==> src/rtl/mem_stage_lsu_pkg.sv <==
// Shared encodings and helpers for the memory-stage load/store unit.
package mem_stage_lsu_pkg;

    localparam int unsigned XLEN   = 32;
    localparam int unsigned REG_W  = 5;
    localparam int unsigned STRB_W = 4;
    localparam int unsigned RSRC_W = 2;

    // Funct3 size/sign encodings
    localparam logic [2:0] F3_B  = 3'b000;
    localparam logic [2:0] F3_H  = 3'b001;
    localparam logic [2:0] F3_W  = 3'b010;
    localparam logic [2:0] F3_BU = 3'b100;
    localparam logic [2:0] F3_HU = 3'b101;

    // FSM state encodings
    localparam logic [1:0] ST_IDLE = 2'd0;
    localparam logic [1:0] ST_REQ  = 2'd1;
    localparam logic [1:0] ST_RESP = 2'd2;

    // True when the byte offset is not naturally aligned for the access size
    function automatic logic is_misaligned(input logic [2:0] f3, input logic [1:0] off);
        case (f3[1:0])
            2'b00:   return 1'b0;
            2'b01:   return off[0];
            default: return off != 2'b00;
        endcase
    endfunction

    // Byte offset with the low bits cleared as required by the access size
    function automatic logic [1:0] align_offset(input logic [2:0] f3, input logic [1:0] off);
        case (f3[1:0])
            2'b00:   return off;
            2'b01:   return {off[1], 1'b0};
            default: return 2'b00;
        endcase
    endfunction

endpackage

==> src/rtl/mem_stage_lsu_lane_align.sv <==
// Store lane replication/byte enables and load byte/halfword extract with extension.
module lsu_lane_align
    import mem_stage_lsu_pkg::*;
(
    input  logic [2:0]        funct3,
    input  logic [1:0]        offset,
    input  logic [XLEN-1:0]   store_data,
    input  logic [XLEN-1:0]   rdata,
    output logic [XLEN-1:0]   wdata,
    output logic [STRB_W-1:0] wstrb,
    output logic [XLEN-1:0]   load_data
);

    logic [XLEN-1:0] shifted;

    // Lane steering for both directions; funct3[2] selects zero extension
    always_comb begin
        shifted   = rdata >> {offset, 3'b000};
        wdata     = store_data;
        wstrb     = 4'b1111;
        load_data = rdata;
        case (funct3[1:0])
            2'b00: begin
                wdata     = {4{store_data[7:0]}};
                wstrb     = 4'b0001 << offset;
                load_data = funct3[2] ? {24'b0, shifted[7:0]}
                                      : {{24{shifted[7]}}, shifted[7:0]};
            end
            2'b01: begin
                wdata     = {2{store_data[15:0]}};
                wstrb     = offset[1] ? 4'b1100 : 4'b0011;
                load_data = funct3[2] ? {16'b0, shifted[15:0]}
                                      : {{16{shifted[15]}}, shifted[15:0]};
            end
            default: begin
                wdata     = store_data;
                wstrb     = 4'b1111;
                load_data = rdata;
            end
        endcase
    end

endmodule

==> src/rtl/mem_stage_lsu.sv <==
// Memory-stage LSU: drives the valid/ready data bus, stalls upstream, loads MEM/WB.
module mem_stage_lsu
    import mem_stage_lsu_pkg::*;
#(
    parameter int unsigned ADDR_W        = 32,
    parameter bit          MISALIGN_TRAP = 1'b1
) (
    input  logic              clk,
    input  logic              rst,
    input  logic [XLEN-1:0]   ALUResultM,
    input  logic [XLEN-1:0]   WriteDataM,
    input  logic              MemReadM,
    input  logic              MemWriteM,
    input  logic [2:0]        Funct3M,
    input  logic              RegWriteM,
    input  logic [RSRC_W-1:0] ResultSrcM,
    input  logic [REG_W-1:0]  RDM,
    input  logic [XLEN-1:0]   PCPlus4M,
    output logic              req_valid,
    input  logic              req_ready,
    output logic              req_we,
    output logic [ADDR_W-1:0] req_addr,
    output logic [XLEN-1:0]   req_wdata,
    output logic [STRB_W-1:0] req_wstrb,
    input  logic              rsp_valid,
    input  logic [XLEN-1:0]   rsp_rdata,
    output logic              StallM,
    output logic              misalign_o,
    output logic [XLEN-1:0]   ReadDataW,
    output logic [XLEN-1:0]   ALUResultW,
    output logic [XLEN-1:0]   PCPlus4W,
    output logic [REG_W-1:0]  RDW,
    output logic              RegWriteW,
    output logic [RSRC_W-1:0] ResultSrcW
);

    logic [1:0]        state;
    logic [1:0]        state_next;
    logic [ADDR_W-1:0] addr;
    logic [1:0]        offset;
    logic              mem_op;
    logic              is_store;
    logic              trap_c;
    logic              req_valid_c;
    logic              stall_c;
    logic [XLEN-1:0]   wdata_c;
    logic [STRB_W-1:0] wstrb_c;
    logic [XLEN-1:0]   load_data_c;

    assign addr     = ALUResultM[ADDR_W-1:0];
    assign offset   = align_offset(Funct3M, addr[1:0]);
    assign mem_op   = MemReadM | MemWriteM;
    // A simultaneous read and write is handled as a store
    assign is_store = MemWriteM;
    assign trap_c   = MISALIGN_TRAP && mem_op && is_misaligned(Funct3M, addr[1:0]);

    lsu_lane_align u_lane_align (
        .funct3     (Funct3M),
        .offset     (offset),
        .store_data (WriteDataM),
        .rdata      (rsp_rdata),
        .wdata      (wdata_c),
        .wstrb      (wstrb_c),
        .load_data  (load_data_c)
    );

    // State register
    always_ff @(posedge clk or negedge rst) begin
        if (!rst) begin
            state <= ST_IDLE;
        end else begin
            state <= state_next;
        end
    end

    // Next-state, bus request and stall decode
    always_comb begin
        state_next  = state;
        req_valid_c = 1'b0;
        stall_c     = 1'b0;
        case (state)
            ST_IDLE: begin
                if (mem_op && !trap_c) begin
                    req_valid_c = 1'b1;
                    if (is_store) begin
                        if (!req_ready) begin
                            stall_c    = 1'b1;
                            state_next = ST_REQ;
                        end
                    end else begin
                        stall_c    = 1'b1;
                        state_next = req_ready ? ST_RESP : ST_REQ;
                    end
                end
            end
            ST_REQ: begin
                req_valid_c = 1'b1;
                if (req_ready) begin
                    if (is_store) begin
                        state_next = ST_IDLE;
                    end else begin
                        stall_c    = 1'b1;
                        state_next = ST_RESP;
                    end
                end else begin
                    stall_c = 1'b1;
                end
            end
            ST_RESP: begin
                stall_c = ~rsp_valid;
                if (rsp_valid) begin
                    state_next = ST_IDLE;
                end
            end
            default: begin
                state_next = ST_IDLE;
            end
        endcase
    end

    // MEM/WB register: bubble while stalled, real values on the completing cycle
    always_ff @(posedge clk or negedge rst) begin
        if (!rst) begin
            ReadDataW  <= '0;
            ALUResultW <= '0;
            PCPlus4W   <= '0;
            RDW        <= '0;
            RegWriteW  <= 1'b0;
            ResultSrcW <= '0;
            misalign_o <= 1'b0;
        end else begin
            misalign_o <= (state == ST_IDLE) && trap_c;
            if (stall_c) begin
                RegWriteW <= 1'b0;
            end else begin
                ReadDataW  <= (state == ST_RESP) ? load_data_c : '0;
                ALUResultW <= ALUResultM;
                PCPlus4W   <= PCPlus4M;
                RDW        <= RDM;
                RegWriteW  <= RegWriteM && !trap_c;
                ResultSrcW <= ResultSrcM;
            end
        end
    end

    // Combinational bus and stall outputs forced low while reset is asserted
    assign req_valid = req_valid_c & rst;
    assign StallM    = stall_c & rst;
    assign req_we    = is_store & rst;
    assign req_addr  = rst ? {addr[ADDR_W-1:2], 2'b00} : '0;
    assign req_wdata = rst ? wdata_c : '0;
    assign req_wstrb = (rst && is_store) ? wstrb_c : '0;

endmodule

==> config.mk <==
export PLATFORM = sky130hd
export DESIGN_NAME = mem_stage_lsu
export DESIGN_NICKNAME = d
export VERILOG_FILES = /design/src/rtl/mem_stage_lsu_pkg.sv /design/src/rtl/mem_stage_lsu_lane_align.sv /design/src/rtl/mem_stage_lsu.sv
export SDC_FILE = /design/constraint.sdc
export NUM_CORES = 1
export LEC_CHECK = 0
export ABC_CLOCK_PERIOD_IN_PS = 1900
export BUFFER_PORTS_ARGS = -buffer_cell sky130_fd_sc_hd__buf_2
export CAP_MARGIN = 20
export CELL_PAD_IN_SITES_DETAIL_PLACEMENT = 1
export CELL_PAD_IN_SITES_GLOBAL_PLACEMENT = 2
export CORE_ASPECT_RATIO = 1.5
export CORE_UTILIZATION = 23
export CTS_CLUSTER_DIAMETER = 200
export DETAILED_ROUTE_END_ITERATION = 16
export PLACE_DENSITY = 0.77
export SETUP_SLACK_MARGIN = 0.3
export SYNTH_ARGS = -nofsm -noshare
export SYNTH_HDL_FRONTEND = slang
export SYNTH_SLANG_ARGS = --single-unit
==> constraint.sdc <==
create_clock -name clk -period 1.9 [get_ports clk]
set_clock_uncertainty 0.2 [all_clocks]
set_input_delay 0.19 -clock clk [delete_from_list [all_inputs] [get_ports clk]]
set_output_delay 0.19 -clock clk [all_outputs]
set_load 0.02 [all_outputs]
==> report_table.html <==
<table>
<tr><th>Metric</th><th>Value</th></tr>
<tr><th colspan="2">Status</th></tr>
<tr><td>Run status</td><td>complete, but fails checks</td></tr>
<tr><td>Violations in the final reports</td><td>setup timing</td></tr>
<tr><th colspan="2">CTS</th></tr>
<tr><td>Total clock buffers created by CTS</td><td>9</td></tr>
<tr><td>CTS Root Cell</td><td>sky130_fd_sc_hd__clkbuf_16</td></tr>
<tr><td>Longest Clk Path Bufs</td><td>2</td></tr>
<tr><td>Clock slew at reported path FFs</td><td>80 ps</td></tr>
<tr><td>Clock latency of the later-clocked register in the worst-skew pair</td><td>350 ps</td></tr>
<tr><td>Number of sinks on the clock net</td><td>107</td></tr>
<tr><td>H-tree depth reported by CTS</td><td>3</td></tr>
<tr><td>Clock tree from TritonCTS</td><td>built</td></tr>
<tr><th colspan="2">Timing</th></tr>
<tr><td>Unrepaired setup endpoints after global routing</td><td>true</td></tr>
<tr><td>Achievable clock frequency</td><td>497.7 MHz</td></tr>
<tr><td>Max Transition Viols Final</td><td>0</td></tr>
<tr><td>Worst Slack Setup Final</td><td>-109.3 ps</td></tr>
<tr><td>Setup TNS Final</td><td>-2662 ps</td></tr>
<tr><td>Final Hold Viols</td><td>0</td></tr>
<tr><td>Tightest hold margin</td><td>20.41 ps</td></tr>
<tr><td>Worst-case headroom to the max-slew limit</td><td>54.30%</td></tr>
<tr><td>Tmin final</td><td>2009 ps</td></tr>
<tr><td>Setup-violating endpoint count in the final report</td><td>72</td></tr>
<tr><td>Fin crit share</td><td>105.8%</td></tr>
<tr><td>Worst-margin pin slew</td><td>683.2 ps</td></tr>
<tr><th colspan="2">Detailed routing</th></tr>
<tr><td>Number of design-rule violations left by the first detailed-router iteration</td><td>172</td></tr>
<tr><td>Number of vias per cell after detailed routing</td><td>4.507</td></tr>
<tr><td>Initial DRT Pass Iterations</td><td>4</td></tr>
<tr><td>Count of nets left with antenna violations after detail routing</td><td>0</td></tr>
<tr><td>Overall routed net length</td><td>23.02 mm</td></tr>
<tr><td>Number of remaining DRC errors</td><td>0</td></tr>
<tr><td>Via total after detailed routing</td><td>5652</td></tr>
<tr><td>Detailed-route wire length per cell</td><td>18.36 um</td></tr>
<tr><th colspan="2">Synth</th></tr>
<tr><td>Total of warnings raised by yosys</td><td>0</td></tr>
<tr><td>Seq/Total Area, Yosys</td><td>48.89%</td></tr>
<tr><td>Combined area of all synthesized cells</td><td>5477 um2</td></tr>
<tr><td>Avg Cell Area, Syn</td><td>11.41 um2</td></tr>
<tr><td>Cell variety after synth</td><td>39</td></tr>
<tr><td>Flop and latch count out of synthesis</td><td>107</td></tr>
<tr><td>Cells after Synth</td><td>480</td></tr>
<tr><th colspan="2">Worst setup path</th></tr>
<tr><td>Count of cells along the worst register-to-register path</td><td>5</td></tr>
<tr><td>Launch point of the worst reg-to-reg path</td><td>state[1]</td></tr>
<tr><td>Capturing element type of the critical path</td><td>primary output</td></tr>
<tr><td>Maximum fanout encountered on the critical timing path</td><td>5</td></tr>
<tr><td>Kind of critical path</td><td>reg2out</td></tr>
<tr><td>Slack of the worst reg-to-reg path</td><td>-70 ps</td></tr>
<tr><td>Critical Path RT</td><td>1510 ps</td></tr>
<tr><td>Worst path arrival time</td><td>1620 ps</td></tr>
<tr><td>Worst Setup Start Kind</td><td>flip-flop</td></tr>
<tr><td>Endpoint of the worst-slack reg-to-reg timing path</td><td>ALUResultW[21]</td></tr>
<tr><th colspan="2">GRT</th></tr>
<tr><td>GRT Overall Usage</td><td>18.38%</td></tr>
<tr><td>First-pass GRT wire length</td><td>33.80 mm</td></tr>
<tr><td>Initial antenna violation count</td><td>2</td></tr>
<tr><td>Number of global-route vias before repair</td><td>6109</td></tr>
<tr><td>Total congestion overflow</td><td>0</td></tr>
<tr><td>Largest net degree at the start of global routing</td><td>45</td></tr>
<tr><th colspan="2">Cells and area</th></tr>
<tr><td>Net count, final</td><td>1077</td></tr>
<tr><td>Final cell utilization of the core</td><td>41.02%</td></tr>
<tr><td>Share of final-layout standard cells stronger than drive strength 1</td><td>52.40%</td></tr>
<tr><td>Area overhead of the layout relative to synthesis</td><td>73.98%</td></tr>
<tr><td>Filler cell count</td><td>2698</td></tr>
<tr><th colspan="2">Die</th></tr>
<tr><td>Horizontal die dimension</td><td>128.0 um</td></tr>
<tr><td>Vertical die dimension</td><td>191.0 um</td></tr>
<tr><td>Initial core utilization</td><td>23.58%</td></tr>
<tr><td>Floorplan row count</td><td>68</td></tr>
<tr><td>Floorplan die area</td><td>24440 um2</td></tr>
<tr><td>Area of the core</td><td>23230 um2</td></tr>
<tr><td>Total I/O pin count</td><td>321</td></tr>
<tr><th colspan="2">Run</th></tr>
<tr><td>Maxcap violations</td><td>0</td></tr>
<tr><th colspan="2">Power and ir drop</th></tr>
<tr><td>Cell area power density</td><td>780.7 nW/um2</td></tr>
<tr><td>VDD IR-drop max</td><td>397.0 uV</td></tr>
<tr><td>Sum of internal, switching and leakage power</td><td>7.439 mW</td></tr>
<tr><td>Leakage</td><td>4.741 nW</td></tr>
<tr><th colspan="2">Min path</th></tr>
<tr><td>Tightest Hold Check Type</td><td>in2async</td></tr>
<tr><th colspan="2">Placement</th></tr>
<tr><td>Post-detail-place hpwl</td><td>15.36 mm</td></tr>
<tr><td>Buffers added on ports</td><td>318</td></tr>
<tr><td>Placer Congestion</td><td>0.7822</td></tr>
</table>
## timing repair
action,4_1_cts,5_1_grt
endpoints found under the hold margin,161,17
pin swaps,6,7
resized for setup,34,32
gates cloned,4,1
setup buffers,10,8
hold buffers,101,1
setup endpoints to repair,119,138
## registers in the layout (all words and copies together) (netlist names)
register and count:
ReadDataW 32, misalign_o 1, RegWriteW 1, PCPlus4W 32, RDW 5, ResultSrcW 2, ALUResultW 32, state 2
## worst max-delay path by stage
stage                             start            end  cells past startpoint
after floorplan                state[0]  ALUResultW[2]                      6
after global placement    ALUResultM[1]         StallM                      7
after detailed placement  ALUResultM[1]   PCPlus4W[16]                      6
after CTS                      state[1]         StallM                      5
after global routing           state[1]         StallM                      5
final                          state[1]         StallM                      5
## per-layer routing
layer / track usage (%) / wire (um) / vias up / part of all wire, %
met5: 0 / 0 / - / 0
met4: 8.733 / 735 / 0 / 3.2
met2: 35.49 / 12940 / 234 / 56
li1: - / - / 2604 / -
met1: 18.84 / 8140 / 2776 / 35
met3: 3.135 / 1200 / 38 / 5.2
## final cells by class
class	count	area, um2	share of cell area (%)
Timing Repair Buffer	477	3352	35.18
Antenna cell	2	5.005	0.05253
Tap cell	315	394.1	4.137
Clock inverter	6	56.30	0.5909
Sequential cell	107	2678	28.10
Multi-Input combinational cell	333	2789	29.27
Inverter	4	15.01	0.1576
Clock buffer	10	239.0	2.508
## Yosys cell counts
| library cell | instances | area [um2] |
|---|---|---|
| sky130_fd_sc_hd__o211ai_2 | 2 | 25.02 |
| sky130_fd_sc_hd__mux2_1 | 16 | 180.2 |
| sky130_fd_sc_hd__a211o_1 | 5 | 43.79 |
| sky130_fd_sc_hd__and2_1 | 40 | 250.2 |
| sky130_fd_sc_hd__nand4_1 | 1 | 6.260 |
| sky130_fd_sc_hd__a221o_1 | 7 | 70.07 |
| sky130_fd_sc_hd__o21ai_0 | 1 | 5.000 |
| sky130_fd_sc_hd__conb_1 | 1 | 3.750 |
| sky130_fd_sc_hd__inv_1 | 4 | 15.01 |
| sky130_fd_sc_hd__a21boi_0 | 8 | 60.06 |
| sky130_fd_sc_hd__buf_6 | 3 | 33.78 |
| sky130_fd_sc_hd__a32o_1 | 2 | 20.02 |
| sky130_fd_sc_hd__nor2b_1 | 23 | 143.9 |
| sky130_fd_sc_hd__a22o_1 | 23 | 201.4 |
| sky130_fd_sc_hd__o21ai_1 | 1 | 5.000 |
| sky130_fd_sc_hd__o211a_1 | 8 | 80.08 |
| sky130_fd_sc_hd__a21oi_1 | 1 | 5.000 |
| sky130_fd_sc_hd__buf_4 | 10 | 75.07 |
| sky130_fd_sc_hd__nand2_1 | 33 | 123.9 |
| sky130_fd_sc_hd__nand3_1 | 1 | 5.000 |
| sky130_fd_sc_hd__a221oi_2 | 1 | 15.01 |
| sky130_fd_sc_hd__nand2b_1 | 25 | 156.4 |
| sky130_fd_sc_hd__buf_2 | 9 | 45.04 |
| sky130_fd_sc_hd__nand3b_1 | 1 | 7.510 |
| sky130_fd_sc_hd__a21o_1 | 1 | 7.510 |
| sky130_fd_sc_hd__a21oi_2 | 1 | 8.760 |
| sky130_fd_sc_hd__nand4bb_1 | 1 | 11.26 |
| sky130_fd_sc_hd__a21bo_2 | 1 | 10.01 |
| sky130_fd_sc_hd__dfrtp_1 | 107 | 2678 |
| sky130_fd_sc_hd__nor3b_1 | 3 | 22.52 |
| sky130_fd_sc_hd__mux2_2 | 57 | 641.9 |
| sky130_fd_sc_hd__o311ai_0 | 1 | 8.760 |
| sky130_fd_sc_hd__mux4_2 | 1 | 22.52 |
| sky130_fd_sc_hd__clkbuf_1 | 15 | 56.30 |
| sky130_fd_sc_hd__o22ai_1 | 7 | 43.79 |
| sky130_fd_sc_hd__mux2i_1 | 20 | 200.2 |
| sky130_fd_sc_hd__nor3_1 | 32 | 160.2 |
| sky130_fd_sc_hd__nor2_1 | 6 | 22.52 |
| sky130_fd_sc_hd__or2_2 | 1 | 6.260 |
## power by group
group	leakage [nW]	switching, mW	internal [mW]
Combinational	3.28	1.49	1.26
Sequential	1.32	0.173	2.62
Clock	0.143	0.937	0.955
## cells in the final DEF (no fill, tap or decap), drive strengths merged, types with 3 or more instances in the layout
cell	Yosys	final
buf	22	373
dfrtp	107	107
dlygate4sd3	0	100
mux2	73	73
and2	40	40
nand2	33	33
nor3	32	32
nand2b	25	25
a22o	23	23
nor2b	23	23
mux2i	20	20
clkbuf	15	12
o211a	8	8
a21boi	8	8
a221o	7	7
o22ai	7	7
inv	4	7
nor2	6	6
a211o	5	5
nor3b	3	3
## worst max-delay path, stage by stage (launching register included)
cell and delay [ps]:
sky130_fd_sc_hd__dfrtp_1 430, sky130_fd_sc_hd__a21o_1 200, sky130_fd_sc_hd__o211ai_4 250, sky130_fd_sc_hd__buf_12 150
sky130_fd_sc_hd__and2_4 130, sky130_fd_sc_hd__buf_6 100
## cell families (layout without fill, tap and decap cells)
family | Yosys count | in the layout | share of synthesized area [%]
other cells | 1 | 4 | 0.06847
mux | 94 | 94 | 19.08
flops | 107 | 107 | 48.89
simple gates | 167 | 167 | 16.72
buf+inv | 41 | 497 | 4.112
compound gates | 70 | 70 | 11.13
## metrics by stage
stage | setup slack, ps | cells | area [um2]
finish | -109.3 | 1254 | 9528
detailed placement | -131.4 | 1112 | 7672
CTS | -131.5 | 1243 | 9293
global route | -155.9 | 1254 | 9528
floorplan | 156.8 | 481 | 5554
global placement | -99.70 | 1112 | 7672
(Power assumes the default switching activity.)
